[config.mk]
export PLATFORM = sky130hd
export DESIGN_NAME = nrzi_unstuff_deserializer_flat
export DESIGN_NICKNAME = d
export VERILOG_FILES = /design/src/rtl/nrzi_unstuff_deserializer_pkg.sv /design/src/rtl/nrzi_unstuff_deserializer_if.sv /design/src/rtl/nrzi_unstuff_deserializer_unstuffer.sv /design/src/rtl/nrzi_unstuff_deserializer.sv /design/src/flat_wrapper.sv
export SDC_FILE = /design/constraint.sdc
export NUM_CORES = 1
export LEC_CHECK = 0
export BUFFER_PORTS_ARGS = -buffer_cell sky130_fd_sc_hd__buf_2
export CAP_MARGIN = 40
export CORE_MARGIN = 1.5
export CORE_UTILIZATION = 32
export CTS_CLUSTER_SIZE = 16
export DETAILED_ROUTE_END_ITERATION = 8
export HOLD_SLACK_MARGIN = 0.03
export SYNTH_ARGS = -nofsm -noshare
export SYNTH_HDL_FRONTEND = slang
export SYNTH_SLANG_ARGS = --single-unit
[constraint.sdc]
create_clock -name clk -period 3.1 [get_ports clk]
set_clock_uncertainty 0.2 [all_clocks]
set_input_delay 0.155 -clock clk [delete_from_list [all_inputs] [get_ports clk]]
set_output_delay 0.155 -clock clk [all_outputs]
set_load 0.02 [all_outputs]
[src/rtl/nrzi_unstuff_deserializer_pkg.sv]
// Shared types and USB line constants for the receive bit layer.
// Provides the receive FSM state type and default stuffing/idle parameters.
package usb_rx_pkg;

    typedef enum logic [1:0] {
        RX_IDLE,
        RX_RUN,
        RX_ERROR
    } rx_state_t;

    localparam int   USB_STUFF_LEN = 6;
    localparam logic USB_IDLE_J    = 1'b1;

endpackage

[src/rtl/nrzi_unstuff_deserializer_if.sv]
// Bus between line sampler / packet decoder and the receive bit layer.
// Ports: decode_en, bit_strobe, rx_bit, se0 (to stage); data_out, data_valid,
//        eop, partial_err, stuff_err, busy (from stage).
interface nrzi_unstuff_deserializer_if #(
    parameter int DATA_W = 8
);

    logic              decode_en;
    logic              bit_strobe;
    logic              rx_bit;
    logic              se0;
    logic [DATA_W-1:0] data_out;
    logic              data_valid;
    logic              eop;
    logic              partial_err;
    logic              stuff_err;
    logic              busy;

    modport master (
        output decode_en, bit_strobe, rx_bit, se0,
        input  data_out, data_valid, eop, partial_err, stuff_err, busy
    );

    modport slave (
        input  decode_en, bit_strobe, rx_bit, se0,
        output data_out, data_valid, eop, partial_err, stuff_err, busy
    );

endinterface

[src/rtl/nrzi_unstuff_deserializer_unstuffer.sv]
// NRZI decode and run-length tracking of decoded 1s for bit unstuffing.
// Ports: clk, RST, clr (reload idle level / clear run), step (accepted strobe),
//        rx_bit (line level); dec, drop (stuffed bit), err (stuff violation).
import usb_rx_pkg::*;

module nrzi_bit_unstuffer #(
    parameter int   STUFF_LEN  = USB_STUFF_LEN,
    parameter logic IDLE_LEVEL = USB_IDLE_J
) (
    input  logic clk,
    input  logic RST,
    input  logic clr,
    input  logic step,
    input  logic rx_bit,
    output logic dec,
    output logic drop,
    output logic err
);

    localparam int OW = $clog2(STUFF_LEN + 1);
    localparam logic [OW-1:0] LIM = OW'(STUFF_LEN);

    logic          prev_lvl;
    logic [OW-1:0] ones_cnt;
    logic          at_lim;

    // No transition on the line decodes as a 1.
    assign dec    = (rx_bit == prev_lvl);
    assign at_lim = (ones_cnt == LIM);
    assign drop   = at_lim & ~dec;
    assign err    = at_lim & dec;

    always_ff @(posedge clk or posedge RST) begin
        if (RST) begin
            prev_lvl <= IDLE_LEVEL;
            ones_cnt <= '0;
        end else if (clr) begin
            prev_lvl <= IDLE_LEVEL;
            ones_cnt <= '0;
        end else if (step) begin
            prev_lvl <= rx_bit;
            // On a violation the count holds; the FSM leaves RUN anyway.
            if (drop)
                ones_cnt <= '0;
            else if (!err)
                ones_cnt <= dec ? ones_cnt + OW'(1) : '0;
        end
    end

endmodule

[src/rtl/nrzi_unstuff_deserializer.sv]
// USB receive bit layer: NRZI decode, unstuffing, LSB-first word assembly, EOP.
// Ports: clk, RST (async, active high), bus (slave modport of the rx interface).
import usb_rx_pkg::*;

module nrzi_unstuff_deserializer #(
    parameter int   DATA_W     = 8,
    parameter int   STUFF_LEN  = USB_STUFF_LEN,
    parameter logic IDLE_LEVEL = USB_IDLE_J
) (
    input logic                          clk,
    input logic                          RST,
    nrzi_unstuff_deserializer_if.slave   bus
);

    localparam int BW = $clog2(DATA_W);
    localparam logic [BW-1:0] LAST = BW'(DATA_W - 1);

    rx_state_t         state, state_nxt;
    logic [BW-1:0]     bit_cnt, bit_cnt_nxt;
    logic [DATA_W-1:0] word, word_nxt;
    logic [DATA_W-1:0] data_q, data_nxt;
    logic              valid_q, valid_nxt;
    logic              eop_q, eop_nxt;
    logic              part_q, part_nxt;
    logic              serr_q, serr_nxt;

    logic dec, drop, err;
    logic clr, step;

    // Decoder history is reloaded whenever we are not actively receiving.
    assign clr  = (state != RX_RUN) | ~bus.decode_en;
    assign step = (state == RX_RUN) & bus.decode_en & bus.bit_strobe;

    nrzi_bit_unstuffer #(
        .STUFF_LEN  (STUFF_LEN),
        .IDLE_LEVEL (IDLE_LEVEL)
    ) u_unstuff (
        .clk    (clk),
        .RST    (RST),
        .clr    (clr),
        .step   (step),
        .rx_bit (bus.rx_bit),
        .dec    (dec),
        .drop   (drop),
        .err    (err)
    );

    always_ff @(posedge clk or posedge RST) begin
        if (RST) begin
            state   <= RX_IDLE;
            bit_cnt <= '0;
            word    <= '0;
            data_q  <= '0;
            valid_q <= 1'b0;
            eop_q   <= 1'b0;
            part_q  <= 1'b0;
            serr_q  <= 1'b0;
        end else begin
            state   <= state_nxt;
            bit_cnt <= bit_cnt_nxt;
            word    <= word_nxt;
            data_q  <= data_nxt;
            valid_q <= valid_nxt;
            eop_q   <= eop_nxt;
            part_q  <= part_nxt;
            serr_q  <= serr_nxt;
        end
    end

    always_comb begin
        state_nxt   = state;
        bit_cnt_nxt = bit_cnt;
        word_nxt    = word;
        data_nxt    = data_q;
        valid_nxt   = 1'b0;
        eop_nxt     = 1'b0;
        part_nxt    = 1'b0;
        serr_nxt    = 1'b0;
        if (!bus.decode_en) begin
            state_nxt   = RX_IDLE;
            bit_cnt_nxt = '0;
        end else begin
            unique case (state)
                RX_IDLE: begin
                    state_nxt   = RX_RUN;
                    bit_cnt_nxt = '0;
                end
                RX_RUN: begin
                    if (bus.bit_strobe) begin
                        if (bus.se0) begin
                            eop_nxt     = 1'b1;
                            part_nxt    = (bit_cnt != '0);
                            bit_cnt_nxt = '0;
                            state_nxt   = RX_IDLE;
                        end else if (drop) begin
                            bit_cnt_nxt = bit_cnt;
                        end else if (err) begin
                            serr_nxt  = 1'b1;
                            state_nxt = RX_ERROR;
                        end else begin
                            word_nxt[bit_cnt] = dec;
                            if (bit_cnt == LAST) begin
                                data_nxt    = word_nxt;
                                valid_nxt   = 1'b1;
                                bit_cnt_nxt = '0;
                            end else begin
                                bit_cnt_nxt = bit_cnt + BW'(1);
                            end
                        end
                    end
                end
                RX_ERROR: begin
                    state_nxt = RX_ERROR;
                end
                default: begin
                    state_nxt = RX_IDLE;
                end
            endcase
        end
    end

    assign bus.data_out    = data_q;
    assign bus.data_valid  = valid_q;
    assign bus.eop         = eop_q;
    assign bus.partial_err = part_q;
    assign bus.stuff_err   = serr_q;
    assign bus.busy        = (state == RX_RUN);

endmodule

[src/flat_wrapper.sv]
// flat-port wrapper written by rule: the top's interface ports become plain ports
module nrzi_unstuff_deserializer_flat 
#(
    parameter int   DATA_W     = 8,
    parameter int   STUFF_LEN  = USB_STUFF_LEN,
    parameter logic IDLE_LEVEL = USB_IDLE_J
)
  (clk, RST, bus_decode_en, bus_bit_strobe, bus_rx_bit, bus_se0, bus_data_out, bus_data_valid, bus_eop, bus_partial_err, bus_stuff_err, bus_busy);
  nrzi_unstuff_deserializer_if #(.DATA_W(DATA_W)) bus_i ();
  input logic clk;
  input logic RST;
  input wire logic [$bits(bus_i.decode_en)-1:0] bus_decode_en;
  input wire logic [$bits(bus_i.bit_strobe)-1:0] bus_bit_strobe;
  input wire logic [$bits(bus_i.rx_bit)-1:0] bus_rx_bit;
  input wire logic [$bits(bus_i.se0)-1:0] bus_se0;
  output wire logic [$bits(bus_i.data_out)-1:0] bus_data_out;
  output wire logic [$bits(bus_i.data_valid)-1:0] bus_data_valid;
  output wire logic [$bits(bus_i.eop)-1:0] bus_eop;
  output wire logic [$bits(bus_i.partial_err)-1:0] bus_partial_err;
  output wire logic [$bits(bus_i.stuff_err)-1:0] bus_stuff_err;
  output wire logic [$bits(bus_i.busy)-1:0] bus_busy;
  assign bus_i.decode_en = bus_decode_en;
  assign bus_i.bit_strobe = bus_bit_strobe;
  assign bus_i.rx_bit = bus_rx_bit;
  assign bus_i.se0 = bus_se0;
  assign bus_data_out = bus_i.data_out;
  assign bus_data_valid = bus_i.data_valid;
  assign bus_eop = bus_i.eop;
  assign bus_partial_err = bus_i.partial_err;
  assign bus_stuff_err = bus_i.stuff_err;
  assign bus_busy = bus_i.busy;
  nrzi_unstuff_deserializer #(.DATA_W(DATA_W), .STUFF_LEN(STUFF_LEN), .IDLE_LEVEL(IDLE_LEVEL)) u_core (.clk(clk), .RST(RST), .bus(bus_i));
endmodule
==> results of run 1 <==
[path summary, 6_finish.rpt]
check | from | endpoint | slack, ps | depth (start not counted)
max | u_core.u_unstuff.ones_cnt[0]$_DFFE_PP0P_ | u_core.bus.data_out[4]$_DFFE_PP0P_ | 1230 | 6
max in group asynchronous | RST | u_core.u_unstuff.prev_lvl$_DFFE_PP1P_ | 1920 | 4
min | bus_bit_strobe | u_core.u_unstuff.ones_cnt[2]$_DFFE_PP0P_ | 60 | 2
min in group asynchronous | RST | u_core.bus.data_out[7]$_DFFE_PP0P_ | 230 | 3
max reg2reg | u_core.u_unstuff.ones_cnt[0]$_DFFE_PP0P_ | u_core.bus.data_out[4]$_DFFE_PP0P_ | 1230 | 6
min reg2reg | u_core.bus.data_out[5]$_DFFE_PP0P_ | u_core.bus.data_out[5]$_DFFE_PP0P_ | 280 | 2
[stage by stage]
| step | setup WS (ps) | cells | hold slack [ps] | power [mW] |
|---|---|---|---|---|
| after floorplan | 1400 | 138 | 32.4 | 0.432 |
| after global placement | 1260 | 202 | 229 | 0.447 |
| after detailed placement | 1210 | 203 | 1.23 | 0.453 |
| after CTS | 1210 | 214 | 49.7 | 0.776 |
| after global routing | 969 | 214 | 82.9 | 0.795 |
| final | 1230 | 214 | 57.9 | 0.762 |
[registers in the layout (all words and copies together) (netlist names), 2 cells and up]
name / cells
u_core.u_unstuff.ones_cnt: 3
u_core.state: 2
u_core.bus.data_out: 8
u_core.word: 8
u_core.bit_cnt: 3
[kinds of logic (layout without fill, tap and decap cells)]
logic type / count (synthesis) / in the layout / synth area share [%]
buffers and inverters: 12 / 36 / 3.44
adders and majority gates: 5 / 5 / 4.41
and+or+nand+nor: 50 / 50 / 19.2
AOI/OAI and AO/OA: 33 / 33 / 14.1
DFF: 29 / 29 / 51.2
xor gates and xnor gates: 2 / 2 / 2.29
muxes: 7 / 7 / 5.37
[critical path: stages (launching register included)]
cell and delay [ps]:
dfrtp_1 370, inv_1 70, ha_1 200, nand2_1 240
nand4_2 390, nand2_1 180, o21ai_0 90
[layer usage]
layer | vias up | GRT usage, % | wire (um)
met4 | 0 | 5.56 | 50
li1 | 529 | - | -
met5 | - | 0 | 0
met3 | 6 | 5.38 | 133
met1 | 498 | 14.4 | 1200
met2 | 19 | 19.3 | 1280
[cell usage in the layout, fill, tap and decap left out, types with 2 or more instances in the layout]
cell type	synthesis	final
clkbuf_8	0	6
a21oi_1	6	6
mux2i_1	5	5
dfrtp_1	28	28
nand2_1	19	19
o21ai_1	3	3
nor2_1	6	6
buf_2	3	18
ha_1	5	5
nor3_1	2	2
a22o_1	2	2
nand3b_1	4	4
o21ai_0	13	13
nor2b_1	2	2
o31ai_1	3	3
inv_1	6	6
and2_1	2	2
dlygate4sd3_1	0	4
nand3_1	5	5
[area by class of cell]
type,instances,area [um^2]
well taps,52,65.1
inverters,6,22.5
clock buffers,7,86.3
repair buffers,23,158
multi-input cells,97,644
fillers,457,2620
flip-flops and latches,29,727
[power by group through the flow]
stage / Sequential (mW) / Clock, mW / Combinational (mW)
2_1_floorplan: 0.397 / 0 / 0.0358
3_3_place_gp: 0.398 / 0 / 0.0490
3_5_place_dp: 0.398 / 0 / 0.0549
4_1_cts: 0.391 / 0.325 / 0.0589
5_1_grt: 0.392 / 0.339 / 0.0642
6_report: 0.391 / 0.314 / 0.0574
==> out/qor.txt, run 1 <==
Placed Area - 0.00158 mm^2
Post-synth top cells - dfrtp_1, nand2_1, o21ai_0
Congestion Overflow GR - 0
RSZ-0062 raised after global routing - false
CP Data Arrival Time - 1830 ps
Most common cell in the netlist - dfrtp_1
Finished Cell Area - 0.00170 mm^2
# resized after CTS - 0
Core area - 0.00432 mm^2
Worst-skew pair later-pin latency - 280 ps
IO buf count - 18
Dominant cell type by area after synthesis - dfrtp_1
Vias/cell - 4.92
Mapped cell area - 0.00142 mm^2
Final setup violation count - 0
Crit path required time - 3060 ps
WS Path Type - reg2reg
Tcrit/Tclk final - 60.3%
Lkg Pwr - 0.824 nW
Number of synthesized flops with an enable pin - 0
Max cap viols - 0
Outcome - finished clean
Internal - 0.586 mW
Final min period - 1870 ps
CP Launch Type - register
Total GRT Usage - 12.2%
CTS Hold Bufs - 4
CTS Sinks - 29
P&R area growth vs syn - 19.9%
Sequential share of power - 51.3%
Total CTS buffers - 5
Routability cong. - 0.752
Top post-synthesis cells by area - dfrtp_1, nand2_1, o21ai_0
Slew @ Worst Pin - 494 ps
Worst min-delay path class - in2reg
Worst-path fanout max - 17
Synth warnings - 0
Top cell type's share of synthesized area - 49.3%
Mapped Nets - 149
DR WL/cell - 12.5 um
Layout cells sized above 1 - 22.2%
Sw frac - 23.1%
Final Max Slew Viols - 0
CTS max path bufs - 2
Clk pwr share - 41.1%
Initial antenna violation count - 0
P per Cell Area - 448 mW/mm^2
Worst rel slew slack - 67.0%
Antenna Violating Nets Remaining - 0
Initial Util - 32.8%
Sw power - 0.176 mW
Vias - 1,052
Pin count of the biggest net entering global routing - 20
H-tree lvl count - 2
Vias in the first global route - 1,042
Site row count - 24
Setup TNS - 0 ps
Max Clock Freq - 535 MHz
Clock root buffer - clkbuf_8
Drt drc - 0
Combinational Power Share - 7.5%
Final Util - 39.4%
Mapped Cells - 138
Nets - 173
Die ar. - 0.00485 mm^2
DP HPWL - 1.89 mm
VDD IR max - 0.000222 V
CP Capture Type - register
Syn Area/Cell - 10.3 um^2
Wire length of the first global-routing pass - 4.60 mm
Drt pass-1 iters - 4
Final WL - 2.67 mm
Ant diodes - 0
CTS tree - done
Sequential share of the synthesized area - 51.2%
Distinct cells, synth - 39
Final Hold Viols - 0
Die height - 69.6 um
DR iter-0 viols - 36
Postcts setup bufs - 0
Die width - 69.6 um
Async S/R FF share, synth - 100%
Commonest register cell after synthesis - dfrtp_1
Synth Register Bits - 29
# IOs - 19
Reg clk slew, reported paths - 60 ps
Power figures use the tool's default switching activity.
==> run 2: changes to the inputs <==
ABC_AREA = 1   (was default)
clock period = 1.9 ns   (was 3.1 ns; I/O delays follow)
==> out/qor.txt, run 2 <==
Outcome - finished clean
Top post-synthesis cells by area - dfrtp_1, nand2_1, inv_1
Sequential share of power - 40.4%
Layout cells sized above 1 - 19.7%
Setup TNS - 0 ps
Combinational Power Share - 15.4%
CP Data Arrival Time - 1820 ps
Synth Area in Compound Gates - 4.10%
Ant diodes - 0
Drt pass-1 iters - 4
Top Layer Used - met4
Synth Area in Simple Gates - 38.1%
Initial Util - 34.1%
# IOs - 19
Slowest CP cell - dlygate4sd3_1
Cells along the critical path - dlygate4sd3_1 > buf_2 > nand3_2 > a21oi_1 > dlygate4sd3_1 > o21ai_0
Die width - 72.0 um
Sw power - 0.452 mW
WL met3 - 91 um
H-tree lvl count - 2
Mapped cell area - 0.00153 mm^2
Clk pwr share - 44.2%
Vias - 1,277
Sw frac - 26.3%
Tcrit/Tclk final - 95.6%
CTS tree - done
Commonest register cell after synthesis - dfrtp_1
Routability cong. - 0.839
CP Capture Type - register
WL met1 - 1.61 mm
Main combinational cell family by area after synthesis - simple AND/OR/NAND/NOR gates
Core area - 0.00447 mm^2
Antenna Violating Nets Remaining - 0
Nets - 238
Synth warnings - 0
Wire length of the first global-routing pass - 5.61 mm
Clock root buffer - clkbuf_8
Dominant cell type by area after synthesis - dfrtp_1
Internal - 1.27 mW
Worst rel slew slack - 74.8%
Post-synth top cells - nand2_1, dfrtp_1, inv_1, nand3_1, o21ai_0
Worst-path fanout max - 7
IO buf count - 18
Synth Area in Adders - 4.10%
Mux cell area share after synthesis - 0%
Most common cell in the netlist - nand2_1
Die height - 72.0 um
XOR/XNOR share of the synthesized area - 0%
CP peak stage delay - 570 ps
Vias/cell - 4.56
Worst-skew pair later-pin latency - 280 ps
Syn Area/Cell - 7.78 um^2
RSZ-0062 raised after global routing - false
Lkg Pwr - 1.05 nW
Initial antenna violation count - 0
Mapped Nets - 207
Crit path buf inv count - 3
Crit. path cell count - 6
Sequential share of the synthesized area - 47.7%
Max cap viols - 0
Mapped Cells - 196
Cells on worst reg2reg path - 5
Vias in the first global route - 1,225
Synth Register Bits - 29
Postcts setup bufs - 0
Crit path required time - 1900 ps
Slew @ Worst Pin - 378 ps
Drt drc - 0
WS Path Type - in2reg
VDD IR max - 0.000381 V
Top cell type's share of synthesized area - 45.9%
Met2 wire len - 1.29 mm
Final Util - 42.1%
CP Launch Type - input pin
P&R area growth vs syn - 23.4%
Pin count of the biggest net entering global routing - 30
DR WL/cell - 11.0 um
Most used cell, CP - dlygate4sd3_1
Worst min-delay path class - in2async
Final setup violation count - 0
Site row count - 24
Final Max Slew Viols - 0
Commonest non-fill, non-tap cells in the layout - nand2_1, dfrtp_1, inv_1
Crit-path leading delay family - buffers and inverters
Commonest non-fill, non-tap cell in the layout - nand2_1
Reg clk slew, reported paths - 60 ps
CTS max path bufs - 2
Final min period - 1820 ps
Max Clock Freq - 551 MHz
P per Cell Area - 914 mW/mm^2
Total CTS buffers - 5
Number of synthesized flops with an enable pin - 0
Final Hold Viols - 0
Distinct cells, synth - 22
CTS Sinks - 29
Final WL - 3.08 mm
Async S/R FF share, synth - 100%
DR iter-0 viols - 59
Congestion Overflow GR - 0
Total GRT Usage - 14.1%
DP HPWL - 2.19 mm
Die ar. - 0.00519 mm^2
# resized after CTS - 0
[run 2: worst paths after layout]
kind / from / end / slack (ps)
worst max-delay path: bus_decode_en / u_core.u_unstuff.prev_lvl$_DFFE_PP1P_ / 80
worst min-delay path: RST / u_core.state[1]$_DFFE_PP0P_ / 220
worst max register to register: u_core.state[1]$_DFFE_PP0P_ / u_core.u_unstuff.prev_lvl$_DFFE_PP1P_ / 110
worst min register to register: u_core.bus.data_out[2]$_DFFE_PP0P_ / u_core.bus.data_out[2]$_DFFE_PP0P_ / 270
max in group asynchronous: RST / u_core.u_unstuff.prev_lvl$_DFFE_PP1P_ / 970
min in group clk: u_core.bus.data_out[2]$_DFFE_PP0P_ / u_core.bus.data_out[2]$_DFFE_PP0P_ / 270
[run 2: routing by layer]
layer  global-route usage (%)  vias up
met4                     6.29        0
met3                     3.75        8
li1                         -      686
met1                     18.7      562
met5                        0        -
met2                     21.7       21
[run 2: power groups by stage]
stage,sequential [mW],combinational (mW),clock (mW)
final,0.695,0.265,0.761
after global routing,0.702,0.310,0.809
after CTS,0.694,0.267,0.777
after detailed placement,0.703,0.252,0
after global placement,0.704,0.251,0
after floorplan,0.699,0.192,0
[run 2: cell families (layout without fill, tap and decap cells)]
logic type	Yosys count	in the layout
compound gates	12	12
fa+ha+maj	5	5
buf+inv	24	56
simple gates	126	126
flops	29	29
[run 2: layout make-up]
| cell class | count | area (um^2) |
|---|---|---|
| timing repair buffer | 26 | 168 |
| clock buffer | 5 | 68.8 |
| clock inverter | 3 | 65.1 |
| sequential | 29 | 727 |
| fill | 457 | 2590 |
| inverter | 22 | 82.6 |
| tap | 52 | 65.1 |
| multi-input combinational | 143 | 706 |
[run 2: stage by stage]
step / worst slack (ps) / area, um^2 / hold slack [ps] / power [mW] / std cells
after detailed placement: 249 / 1680 / -11.2 / 0.955 / 265
after global placement: 274 / 1680 / -15.2 / 0.954 / 265
final: 83.9 / 1880 / 222 / 1.72 / 280
after CTS: 158 / 1880 / 226 / 1.74 / 280
after floorplan: 424 / 1530 / -32.3 / 0.890 / 196
after global routing: 21.0 / 1880 / 290 / 1.82 / 280
[run 2: repair_timing]
item,in CTS,in global routing
hold endpoints to repair,35,0
hold buffers,7,0
endpoints found under the setup margin,0,0
[run 2: worst min-delay path: stages]
cell and delay, ps:
dlygate4sd3_1 530, buf_2 110, inv_1 40, buf_4 340
==> run 3: changes to the inputs <==
ABC_AREA = default   (was 1)
BUFFER_PORTS_ARGS = default   (was -buffer_cell sky130_fd_sc_hd__buf_2)
DONT_BUFFER_PORTS = 1   (was default)
==> out/qor.txt, run 3 (same netlist as run 1, synthesis figures left out) <==
Final setup violation count - 0
Die width - 69.6 um
Site row count - 24
VDD IR max - 0.000357 V
Inst Count DP - 188
Cells on worst reg2reg path - 6
Pin count of the biggest net entering global routing - 18
Sw frac - 21.2%
CTS max path bufs - 2
Crit path required time - 1870 ps
Final Hold Viols - 0
Drt pass-1 iters - 4
Vias in the first global route - 1,079
DP HPWL - 1.96 mm
Reg-to-reg startpoint - u_core.u_unstuff.ones_cnt[0]$_DFFE_PP0P_
Layout cells sized above 1 - 17.3%
H-tree lvl count - 2
Drt drc - 0
Nets - 160
Initial antenna violation count - 0
Die height - 69.6 um
Max cap viols - 0
Die ar. - 0.00485 mm^2
Sequential share of power - 45.9%
Finished Cell Area - 0.00170 mm^2
Reg clk slew, reported paths - 60 ps
Setup TNS - 0 ps
CP Launch Type - register
Vias - 1,049
R2R setup slack - 140 ps
Tcrit/Tclk final - 92.7%
Antenna Violating Nets Remaining - 0
Hold path depth - 4
Commonest non-fill, non-tap cell in the layout - dfrtp_1
Commonest non-fill, non-tap cells in the layout - dfrtp_1, nand2_1, o21ai_0
IO buf count - 0
DR WL/cell - 14.0 um
P&R area growth vs syn - 19.6%
Ant diodes - 0
Final min period - 1760 ps
Outcome - finished clean
Initial Util - 32.8%
Worst rel slew slack - 54.5%
Final Instance Count excl. Fillers - 202
Total CTS buffers - 5
Hold wc startpoint - bus_bit_strobe
CP Capture Type - register
RSZ-0062 raised after global routing - false
Clk pwr share - 47.2%
R2r endpoint - u_core.word[1]$_DFFE_PP0P_
Postcts setup bufs - 0
CTS Sinks - 29
CTS tree - done
Final Max Slew Viols - 0
Lkg Pwr - 0.769 nW
Worst-skew pair later-pin latency - 280 ps
Core area - 0.00432 mm^2
Clock root buffer - clkbuf_8
Vias/cell - 5.19
# IOs - 19
Congestion Overflow GR - 0
Slew @ Worst Pin - 682 ps
Worst-path fanout max - 8
Internal - 1.10 mW
Final WL - 2.82 mm
Endpoint, Worst Hold - u_core.bit_cnt[1]$_DFFE_PP0P_
Total GRT Usage - 13.0%
CP Data Arrival Time - 1730 ps
WS Path Type - reg2reg
DR iter-0 viols - 34
P per Cell Area - 822 mW/mm^2
Routability cong. - 0.769
Max Clock Freq - 568 MHz
Wire length of the first global-routing pass - 4.95 mm
Worst min-delay path class - in2reg
Placed Area - 0.00150 mm^2
Combinational Power Share - 6.9%
Sw power - 0.296 mW
-- run 3: changes by cell type in the layout (fill, tap and decap cells not counted), moves of 5 or more --
cell | before | now
nand2_1 | 85 | 18
buf_2 | 18 | 0
inv_1 | 19 | 6
nand3_1 | 13 | 5
mux2i_1 | 0 | 5
nand2_2 | 6 | 1
-- run 3: metrics by stage --
stage | hold WS (ps) | util (%) | setup WS (ps) | total power [mW]
after floorplan | -27.6 | - | 195 | 0.705
after global placement | -103 | 34.7 | 128 | 0.725
after detailed placement | -79.5 | 34.7 | 26.1 | 0.728
after CTS | 51.5 | 38.8 | 0.518 | 1.41
after global routing | 119 | 39.3 | 44.0 | 1.45
final | 64.3 | 39.3 | 139 | 1.39
-- run 3: worst max path at each step --
stage	from	end	slack, ps	cells past startpoint
2_1_floorplan	u_core.u_unstuff.ones_cnt[0]$_DFFE_PP0P_	u_core.word[1]$_DFFE_PP0P_	200	6
3_3_place_gp	u_core.u_unstuff.ones_cnt[0]$_DFFE_PP0P_	u_core.word[0]$_DFFE_PP0P_	130	6
3_5_place_dp	u_core.u_unstuff.ones_cnt[0]$_DFFE_PP0P_	u_core.word[0]$_DFFE_PP0P_	30	6
5_1_grt	u_core.u_unstuff.ones_cnt[0]$_DFFE_PP0P_	u_core.bit_cnt[0]$_DFFE_PP0P_	40	5
6_report	u_core.u_unstuff.ones_cnt[0]$_DFFE_PP0P_	u_core.word[1]$_DFFE_PP0P_	140	6
4_1_cts	u_core.u_unstuff.ones_cnt[0]$_DFFE_PP0P_	u_core.word[0]$_DFFE_PP0P_	0.5	6
-- run 3: what timing repair did --
action,in CTS,in global routing
resized for setup,0,5
endpoints found under the hold margin,48,0
hold buffers,6,0
setup endpoints to repair,0,5
-- run 3: metal layers --
metal	vias up	track usage (%)	part of all wire, %
met4	0	7.48	3.1
met2	23	20.9	48
met3	9	4.22	4.6
li1	507	-	-
met5	-	0	0
met1	510	15.3	44
-- run 3: power by group through the flow --
stage | logic [mW] | clock network, mW | registers, mW
2_1_floorplan | 0.0584 | 0 | 0.647
3_3_place_gp | 0.0751 | 0 | 0.650
3_5_place_dp | 0.0777 | 0 | 0.650
4_1_cts | 0.0941 | 0.673 | 0.640
5_1_grt | 0.108 | 0.704 | 0.642
6_report | 0.0958 | 0.659 | 0.641
-- run 3: critical path: stages, from the launching register on --
cell	delay, ps
dfrtp_1	370
inv_1	70
ha_1	220
nand2_2	180
and3_4	240
nand2_1	70
mux2_4	300
-- run 3: cell type report --
cell class | count | area [um^2]
fillers | 435 | 2630
clock buffers | 7 | 86.3
inverters | 6 | 22.5
flip-flops and latches | 29 | 729
multi-input cells | 97 | 662
well taps | 52 | 65.1
clock inverters | 1 | 30.0
repair buffers | 10 | 103
